==> src/rtl/imm_extend_pipe.sv <==
// Pipelined immediate generator: decodes opcode into an extension mode, extends the raw
// immediate to DATA_W and queues it in a 2-entry skid buffer behind a valid/ready handshake.
`timescale 1ns/1ps

module imm_extend_pipe #(
    parameter int          DATA_W    = 32,
    parameter int          IMM_W     = 16,
    parameter int          SHAMT_W   = 5,
    parameter int          SHAMT_LSB = 11,
    parameter logic [5:0]  OPC_SHIFT = 6'b000010,
    parameter logic [5:0]  OPC_LOGIC = 6'b000100,
    parameter logic [5:0]  OPC_UPPER = 6'b000011
) (
    input  logic              clk,
    input  logic              rst,
    input  logic              in_valid,
    output logic              in_ready,
    input  logic [5:0]        in_opcode,
    input  logic [IMM_W-1:0]  in_imm,
    output logic              out_valid,
    input  logic              out_ready,
    output logic [DATA_W-1:0] out_imm,
    output logic [1:0]        out_mode
);

    // state   | meaning
    // S_EMPTY | no entry buffered, out_valid low
    // S_ONE   | head holds the only entry
    // S_FULL  | head and tail both hold entries, in_ready low
    typedef enum logic [1:0] {
        S_EMPTY = 2'd0,
        S_ONE   = 2'd1,
        S_FULL  = 2'd2
    } state_t;

    localparam logic [1:0] MODE_SEXT  = 2'd0;
    localparam logic [1:0] MODE_SHAMT = 2'd1;
    localparam logic [1:0] MODE_ZEXT  = 2'd2;
    localparam logic [1:0] MODE_UPPER = 2'd3;

    localparam int PAD_W = DATA_W - IMM_W;

    state_t            state;
    state_t            state_nxt;
    logic [DATA_W-1:0] head_imm;
    logic [1:0]        head_mode;
    logic [DATA_W-1:0] tail_imm;
    logic [1:0]        tail_mode;

    logic              push;
    logic              pop;
    logic              head_we;
    logic              head_from_tail;
    logic              tail_we;

    logic [DATA_W-1:0] sext_val;
    logic [DATA_W-1:0] zext_val;
    logic [DATA_W-1:0] upper_val;
    logic [DATA_W-1:0] shamt_val;
    logic [DATA_W-1:0] ext_imm;
    logic [1:0]        ext_mode;

    // Equal widths leave nothing to pad; the padded forms would need zero-width replication.
    generate
        if (PAD_W == 0) begin : g_no_pad
            assign sext_val  = in_imm;
            assign zext_val  = in_imm;
            assign upper_val = in_imm;
        end else begin : g_pad
            assign sext_val  = {{PAD_W{in_imm[IMM_W-1]}}, in_imm};
            assign zext_val  = {{PAD_W{1'b0}}, in_imm};
            assign upper_val = {in_imm, {PAD_W{1'b0}}};
        end
    endgenerate

    assign shamt_val = DATA_W'(in_imm[SHAMT_LSB+SHAMT_W-1:SHAMT_LSB]);

    always_comb begin
        ext_imm  = sext_val;
        ext_mode = MODE_SEXT;
        if (in_opcode == OPC_SHIFT) begin
            ext_imm  = shamt_val;
            ext_mode = MODE_SHAMT;
        end else if (in_opcode == OPC_UPPER) begin
            ext_imm  = upper_val;
            ext_mode = MODE_UPPER;
        end else if (in_opcode == OPC_LOGIC) begin
            ext_imm  = zext_val;
            ext_mode = MODE_ZEXT;
        end
    end

    // in_ready only looks at registered state, never at out_ready.
    assign in_ready  = (state != S_FULL) & ~rst;
    assign out_valid = (state != S_EMPTY);
    assign out_imm   = head_imm;
    assign out_mode  = head_mode;

    assign push = in_valid & in_ready;
    assign pop  = out_valid & out_ready;

    always_comb begin
        state_nxt      = state;
        head_we        = 1'b0;
        head_from_tail = 1'b0;
        tail_we        = 1'b0;
        case (state)
            S_EMPTY: begin
                if (push) begin
                    head_we   = 1'b1;
                    state_nxt = S_ONE;
                end
            end
            S_ONE: begin
                if (push && pop) begin
                    head_we = 1'b1;
                end else if (push) begin
                    tail_we   = 1'b1;
                    state_nxt = S_FULL;
                end else if (pop) begin
                    state_nxt = S_EMPTY;
                end
            end
            S_FULL: begin
                if (pop) begin
                    head_from_tail = 1'b1;
                    state_nxt      = S_ONE;
                end
            end
            default: state_nxt = S_EMPTY;
        endcase
    end

    always_ff @(posedge clk) begin
        if (rst) begin
            state     <= S_EMPTY;
            head_imm  <= '0;
            head_mode <= MODE_SEXT;
            tail_imm  <= '0;
            tail_mode <= MODE_SEXT;
        end else begin
            state <= state_nxt;
            if (head_we) begin
                head_imm  <= ext_imm;
                head_mode <= ext_mode;
            end else if (head_from_tail) begin
                head_imm  <= tail_imm;
                head_mode <= tail_mode;
            end
            if (tail_we) begin
                tail_imm  <= ext_imm;
                tail_mode <= ext_mode;
            end
        end
    end

endmodule

==> config.mk <==
export PLATFORM = sky130hd
export DESIGN_NAME = imm_extend_pipe
export DESIGN_NICKNAME = d
export VERILOG_FILES = /design/src/rtl/imm_extend_pipe.sv
export SDC_FILE = /design/constraint.sdc
export NUM_CORES = 1
export LEC_CHECK = 0
export ABC_CLOCK_PERIOD_IN_PS = 2200
export CORE_ASPECT_RATIO = 1.2
export CORE_MARGIN = 1
export CORE_UTILIZATION = 51
export DETAILED_ROUTE_END_ITERATION = 10
export HOLD_SLACK_MARGIN = 0.06
export PLACE_DENSITY = 0.79
export SLEW_MARGIN = 25
export SYNTH_ARGS = -nofsm -noshare
export SYNTH_HDL_FRONTEND = slang
export SYNTH_SLANG_ARGS = --single-unit
export TNS_END_PERCENT = 1
==> constraint.sdc <==
create_clock -name clk -period 2.2 [get_ports clk]
set_clock_uncertainty 0.15 [all_clocks]
set_input_delay 0.44 -clock clk [delete_from_list [all_inputs] [get_ports clk]]
set_output_delay 0.44 -clock clk [all_outputs]
set_load 0.005 [all_outputs]
* Word level (Yosys, flattened, before mapping)
Index checks and enable logic that the tools add are counted.
Cells by class: add/subtract/negate cells 0, $mul 0, divide/modulo/power cells 0, magnitude comparators 0, equal/unequal tests 10, shift-type cells 0, muxes and demuxes 23, bitwise operators 4, reduce and logical (&&, ||, !) cells 5
Operators with widths (number):
- $mux W32 | 5
- $mux W2 | 10
- $eq A6 B2 Y1 const B | 2
- $ne A2 B2 Y1 const B | 4
- $eq A6 B3 Y1 const B | 1
- $mux W1 | 6
- $pmux W2 S3 | 1
- $reduce_and A4 Y1 | 1
- $reduce_bool A2 Y1 | 2
- $and A1 B1 Y1 | 3
- $ne A3 B3 Y1 const B | 1
- $eq A2 B1 Y1 const B | 1
- $eq A2 B2 Y1 const B | 1
- $logic_not A2 Y1 | 1
- $pmux W1 S2 | 1
- $logic_and A1 B1 Y1 | 1
- $not A1 Y1 | 1
Word-level totals: flip-flop bits (word level) 70, latch bits 0, memory bits (writable) 0, memory bits (read-only) 0, bits of input ports 26, output and inout port bits 36, word-level logic and storage cells 47, memories kept 0

* Depth between registers and ports, before layout
Gate-level depths: netlist of the first run.
depth in word-level cells 7, depth in mapped cells 6, gate-level depth less buffers 4

* Worst setup path after synthesis of the first run
No wires, ideal clock.
path type input to register, start input port in_opcode[5], end register tail_imm[20], setup time 146 ps, arrival 1438 ps, data required time 1904 ps, setup slack 466 ps, stages on the path 5, buffers on the path 1, path through nor3_4 > o21ai_2 > a21oi_2 > buf_6 > a211oi_2
Between the ends: word-level cells in the longest chain between the ends 4, elaborated cells between the ends (all ways) 6, classes of those cells eq/ne (3); mux (3)
Ends and longest elaborated chain:
- start, declared | RTL line 18 | input logic [5:0] in_opcode,
- $eq A6 B3 Y1 | RTL line 87 | end else if (in_opcode == OPC_LOGIC) begin
- $mux W32 | RTL line 87
- $mux W32 | RTL line 84 | end else if (in_opcode == OPC_UPPER) begin
- $mux W32 * | RTL line 81 | if (in_opcode == OPC_SHIFT) begin
- end signal, assigned | RTL line 151 | tail_imm <= ext_imm;
- end, declared | RTL line 47 | logic [DATA_W-1:0] tail_imm;
Every way passes the cells marked *; elsewhere a longest branch is shown, timed or not. A chain may end at the register's enable or synchronous reset.

* Final worst setup path of the first run
start register state[1], end output port in_ready
Between the ends: word-level cells in the longest chain between the ends 2
Ends and longest elaborated chain:
- start, declared | RTL line 43 | state_t state;
- start signal, assigned | RTL line 142 | state <= state_nxt;
- $ne A2 B2 Y1 | RTL line 94 | assign in_ready = (state != S_FULL) & ~rst;
- $and A1 B1 Y1 | RTL line 94
- end, declared | RTL line 17 | output logic in_ready,
Every way passes these cells.

==> reports/qor.yml, run 1 <==
global_route:
  first_pass_grt_wire_length_mm: 12.2
  grt_max_degree: 64
  use_met2: 0.439
  grt_antenna_before_repair: 0
  grt_util_met3: 0.0336
  grt.busiest_layer: "met2"
  grt_pass1_vias: 2600
  grt_remaining_overflow: 0
  track_usage: 0.254
  met1_usage: 0.311
setup_path:
  crit-reg2reg-capture: "out_imm[15]"
  crit_arrival_ns: 1.49
  worst_ep_required_time_ns: 1.61
  r2r_start: "state[1]"
  critical_path_class: "flop to output pin"
  r2r_slack_ns: 0.37
  worst_setup_path_endpoint: "in_ready"
  worstPathMaxFanout: 8
  worst_setup_path_start_kind: "flop"
  startpoint: "state[1]"
  critical_path.endpoint_type: "output pin"
  worst-r2r-cell-count: 6
logic_synthesis:
  ys_seq_elements: 70
  synth-async-reset-ratio: 0
  edff_count_synth: 0
  syn_area_per_cell_um2: 10.4
  synthFlopType: "sky130_fd_sc_hd__dfxtp_1"
  synth.net_count: 325
  synthCells: 299
  netlist_area_before_placement_um2: 3110
  synth.yosys.seq_area_share: 0.451
  yosysWarnings: 0
  synth.distinct_cells: 47
clock_network:
  cts_tree: "built"
  ctsHoldBuffers: 0
  cts.root.buffer_cell: "sky130_fd_sc_hd__clkbuf_8"
  numCtsBuffers: 9
  ctsLongestPathBuffers: 2
  ctsHtreeMaxLevel: 3
  cts.sinks: 70
  postCtsResizedCells: 0
  clkTransAtPathRegs_ns: 0.07
  worstSkewPairLatency_ns: 0.34
  post_cts_buffers: 0
power_and_ir_drop:
  fin_total_pwr_mw: 2.65
  powerDensity_nw_per_um2: 644
  static_leakage_nw: 1.44
  vdd_drop_max_uv: 500
route:
  ant_nets: 0
  wl_mm: 7.78
  dr.pass1.iters: 5
  first_iter_violations: 212
  post_drt_wl_per_cell_um: 16.7
  drt_drc_violations_left: 0
  detail_route.vias_per_cell: 5.80
  route.vias.total: 2696
min_path:
  hold_depth: 2
  timing.hold.worst.class: "primary input to flop"
  hold_path.startpoint: "rst"
final_layout:
  area.growth.synth_to_final_pct: 32.7
  share_of_post_route_cells_with_drive_strength_above_1: 0.226
  diodes: 0
  mostFrequentLayoutCell: "sky130_fd_sc_hd__dfxtp_1"
  most-common-layout-cells: "sky130_fd_sc_hd__dfxtp_1 (70), sky130_fd_sc_hd__clkdlybuf4s50_1 (60), sky130_fd_sc_hd__nor2_1 (46)"
  fin_nets: 406
  final_core_utilization: 0.713
  final_cells: 465
placed_design:
  final_replace_weighted_congestion: 0.789
  port_buffers: 61
  post-dp-hpwl_mm: 5.34
  placed_cells: 449
timing:
  worst_pin_slew_ns: 0.773
  hold_viol_final: 0
  unrepaired_setup_endpoints_after_global_routing: "no"
  post_layout_minimum_cycle_time_ns: 2.08
  clock.fmax_ghz: 0.481
  slew_viol_final: 0
  final-setup-viol-count: 0
  slew_headroom: 0.485
  post-route-period-util: 0.945
  fin_tns_setup_ns: 0
floorplan:
  initial_core_util: 0.537
  fp.coreArea_um2: 5780
  io_pins: 62
  fp.dieW_um: 73.2
  fp.dieH_um: 87.5
  rows: 30
  die_area_um2: 6410
run_status:
  outcome: "complete, no violations"
flow_run:
  max_cap_violations: 0
-- worst min-delay path by stage --
| stage | end | slack [ns] |
|---|---|---|
| after floorplan | tail_mode[0] | 0.29 |
| after global placement | tail_mode[1] | 0.30 |
| after detailed placement | out_mode[1] | 0.30 |
| after CTS | state[0] | 0.19 |
| after global routing | state[0] | 0.22 |
| final | state[0] | 0.21 |
-- worst max-delay path, stage by stage, from the launching register on --
cell and delay (ns):
sky130_fd_sc_hd__dfxtp_1 0.46, sky130_fd_sc_hd__nor2b_1 0.20, sky130_fd_sc_hd__nor2_1 0.05, sky130_fd_sc_hd__clkdlybuf4s50_1 0.44
-- area by class of cell --
class,instances,area (um2)
Clock buffer,12,145
Clock inverter,4,22.5
Fill cell,470,1660
Inverter,1,3.75
Multi-Input combinational cell,206,1550
Sequential cell,70,1400
Tap cell,80,100
Timing Repair Buffer,92,901
-- report_power, final --
| group | leakage, nW | switching (mW) | total [mW] | internal [mW] |
|---|---|---|---|---|
| registers | 0.570 | 0.0307 | 1.35 | 1.32 |
| logic | 0.779 | 0.184 | 0.406 | 0.222 |
| clock network | 0.0861 | 0.461 | 0.895 | 0.435 |
-- per-layer routing --
metal	part of all wire	up-vias
li1	-	1282
met1	0.43	1313
met2	0.51	88
met3	0.043	13
met4	0.021	0
met5	0	-
-- per-stage QoR --
step	setup WS [ns]	hold WS [ns]	cell area, um2
after floorplan	0.466	0.287	3110
after global placement	-0.249	0.296	3950
after detailed placement	-0.269	0.303	3950
after CTS	0.0586	0.193	4110
after global routing	0.0261	0.220	4120
final	0.121	0.206	4120
-- synthesized netlist by cell type, types with 2 or more instances --
| library cell | count | area share |
|---|---|---|
| sky130_fd_sc_hd__a211oi_1 | 7 | 0.017 |
| sky130_fd_sc_hd__a211oi_2 | 14 | 0.056 |
| sky130_fd_sc_hd__a21oi_1 | 12 | 0.019 |
| sky130_fd_sc_hd__a221oi_1 | 7 | 0.020 |
| sky130_fd_sc_hd__a221oi_2 | 8 | 0.039 |
| sky130_fd_sc_hd__a222oi_1 | 11 | 0.035 |
| sky130_fd_sc_hd__a22oi_1 | 13 | 0.031 |
| sky130_fd_sc_hd__buf_2 | 2 | 0.0032 |
| sky130_fd_sc_hd__buf_4 | 5 | 0.012 |
| sky130_fd_sc_hd__buf_6 | 7 | 0.025 |
| sky130_fd_sc_hd__clkbuf_1 | 7 | 0.0085 |
| sky130_fd_sc_hd__dfxtp_1 | 70 | 0.45 |
| sky130_fd_sc_hd__mux2_2 | 5 | 0.018 |
| sky130_fd_sc_hd__mux2i_1 | 21 | 0.068 |
| sky130_fd_sc_hd__nand2_1 | 22 | 0.027 |
| sky130_fd_sc_hd__nand2b_1 | 2 | 0.0040 |
| sky130_fd_sc_hd__nor2_1 | 46 | 0.056 |
| sky130_fd_sc_hd__nor2b_1 | 7 | 0.014 |
| sky130_fd_sc_hd__o21ai_0 | 5 | 0.0081 |
-- kinds of logic after synthesis --
| group | after synthesis | synth area share |
|---|---|---|
| buffers and inverters | 23 | 0.0532 |
| AO/OA/AOI/OAI | 86 | 0.257 |
| XOR/XNOR | 1 | 0.00282 |
| multiplexers | 26 | 0.0858 |
| flip-flops | 70 | 0.451 |
| AND/OR/NAND/NOR | 93 | 0.150 |
-- flip-flops by register name (all words and copies together) (netlist names) --
signal	count
out_imm	32
out_mode	2
state	2
tail_imm	32
tail_mode	2
Power figures use the tool's default switching activity.
==> run 2, diff against run 1 <==
--- a/config.mk
+++ b/config.mk
@@ -7,7 +7,7 @@
 export LEC_CHECK = 0
 export ABC_CLOCK_PERIOD_IN_PS = 2200
 export CORE_ASPECT_RATIO = 1.2
-export CORE_MARGIN = 1
+export CORE_MARGIN = 8
 export CORE_UTILIZATION = 51
 export DETAILED_ROUTE_END_ITERATION = 10
 export HOLD_SLACK_MARGIN = 0.06
==> run 2 against run 1 <==
- worst setup slack worse by 0.031 ns
- cell count fell by 1.1%
- clock-buffer cell count fell by 2
- fmax decreased by 1.4%
- sequential power barely moved
- wire length is 7.4% higher
- global-route usage fell by 6.3 points
- critical path type unchanged
- critical endpoint unchanged
==> reports/qor.yml, run 2 (synthesis results as in run 1) <==
timing:
  fin_ws_ns: 0.0910
  clock.fmax_ghz: 0.474
  post_layout_minimum_cycle_time_ns: 2.11
  hold_viol_final: 0
  slew_viol_final: 0
  post-route-period-util: 0.959
  unrepaired_setup_endpoints_after_global_routing: "no"
  worst_pin_slew_ns: 0.525
  timing.hold.ws_ns: 0.247
  slew_headroom: 0.650
  final-setup-viol-count: 0
setup_path:
  r2r_slack_ns: 0.44
  critical_path.endpoint_type: "output pin"
  worstPathMaxFanout: 8
  startpoint: "state[1]"
  worst_ep_required_time_ns: 1.61
  r2r_start: "state[1]"
  crit-reg2reg-capture: "out_imm[2]"
  worst_setup_path_start_kind: "flop"
  worst-r2r-cell-count: 5
  critical_path_class: "flop to output pin"
  crit_arrival_ns: 1.52
global_route:
  track_usage: 0.191
  grt_antenna_before_repair: 0
  grt_max_degree: 41
  grt_remaining_overflow: 0
  grt_pass1_vias: 2657
  first_pass_grt_wire_length_mm: 13.2
min_path:
  hold_depth: 2
  timing.hold.worst.class: "primary input to flop"
  worst_min_delay_path_endpoint: "state[0]"
  hold_path.startpoint: "rst"
flow_run:
  max_cap_violations: 0
floorplan:
  fp.coreArea_um2: 5970
  rows: 31
  initial_core_util: 0.520
  die_area_um2: 8850
  fp.dieH_um: 101
  fp.dieW_um: 87.2
  io_pins: 62
final_layout:
  area.growth.synth_to_final_pct: 32.8
  fin_nets: 400
  multi_input_area_um2: 1540
  reg_area_um2: 1400
  share_of_post_route_cells_with_drive_strength_above_1: 0.217
  fillers: 471
  most-common-layout-cells: "sky130_fd_sc_hd__dfxtp_1 (70), sky130_fd_sc_hd__clkdlybuf4s50_1 (60), sky130_fd_sc_hd__nor2_1 (46)"
  diodes: 0
  mostFrequentLayoutCell: "sky130_fd_sc_hd__dfxtp_1"
clock_network:
  numCtsBuffers: 9
  cts.root.buffer_cell: "sky130_fd_sc_hd__clkbuf_8"
  ctsLongestPathBuffers: 2
  cts.sinks: 70
  post_cts_buffers: 0
  cts_tree: "built"
  postCtsResizedCells: 0
  worstSkewPairLatency_ns: 0.34
  ctsHtreeMaxLevel: 3
  clkTransAtPathRegs_ns: 0.07
  ctsHoldBuffers: 0
placed_design:
  post-dp-hpwl_mm: 5.73
  final_replace_weighted_congestion: 0.824
  port_buffers: 61
  setup_slack_after_placement_ns: -0.106
route:
  first_iter_violations: 247
  drt_drc_violations_left: 0
  ant_nets: 0
  post_drt_wl_per_cell_um: 18.2
  wl_mm: 8.35
  route.vias.total: 2689
  detail_route.vias_per_cell: 5.85
  dr.pass1.iters: 5
power_and_ir_drop:
  powerDensity_nw_per_um2: 676
  static_leakage_nw: 1.42
  vdd_drop_max_uv: 532
run_status:
  outcome: "complete, no violations"
==> run 2: layer usage <==
metal,GRT usage,part of all wire,vias up
li1,-,-,1268
met1,0.216,0.41,1310
met2,0.332,0.50,90
met3,0.0381,0.058,21
met4,0.0981,0.025,0
met5,0,0,-
==> run 2: worst max-delay path by stage <==
stage                    to  slack (ns)
6_report           in_ready        0.09
5_1_grt            in_ready        0.01
4_1_cts            in_ready        0.09
3_5_place_dp   tail_imm[31]       -0.11
3_3_place_gp   tail_imm[31]       -0.08
2_1_floorplan  tail_imm[20]        0.47
==> run 2: layout make-up <==
| type | instances | share of cell area |
|---|---|---|
| sequential | 70 | 0.340 |
| tap | 82 | 0.0249 |
| multi-input combinational | 206 | 0.373 |
| timing repair buffer | 86 | 0.214 |
| clock buffer | 10 | 0.0334 |
| clock inverter | 5 | 0.0143 |
| inverter | 1 | 0.000910 |
==> run 2: report_power, final <==
group          internal [mW]  total, mW  switching, mW
Clock                  0.550       1.03          0.483
Combinational          0.218      0.402          0.185
Sequential              1.32       1.35         0.0318
==> run 2: worst max-delay path, cell delays in order (launching register included) <==
cell and delay (ns):
sky130_fd_sc_hd__dfxtp_1 0.47, sky130_fd_sc_hd__nor2b_1 0.21, sky130_fd_sc_hd__nor2_1 0.06, sky130_fd_sc_hd__clkdlybuf4s50_1 0.44
==> run 2: stage by stage <==
step           cell area (um2)  power, mW  TNS, ns  std cells   util
4_1_cts                   4120       2.81        0        460  0.690
5_1_grt                   4120       2.90        0        460  0.690
3_3_place_gp              3930       1.77   -0.353        445  0.658
6_report                  4120       2.79        0        460  0.690
2_1_floorplan             3110       1.57        0        299      -
3_5_place_dp              3930       1.78    -1.71        445  0.658
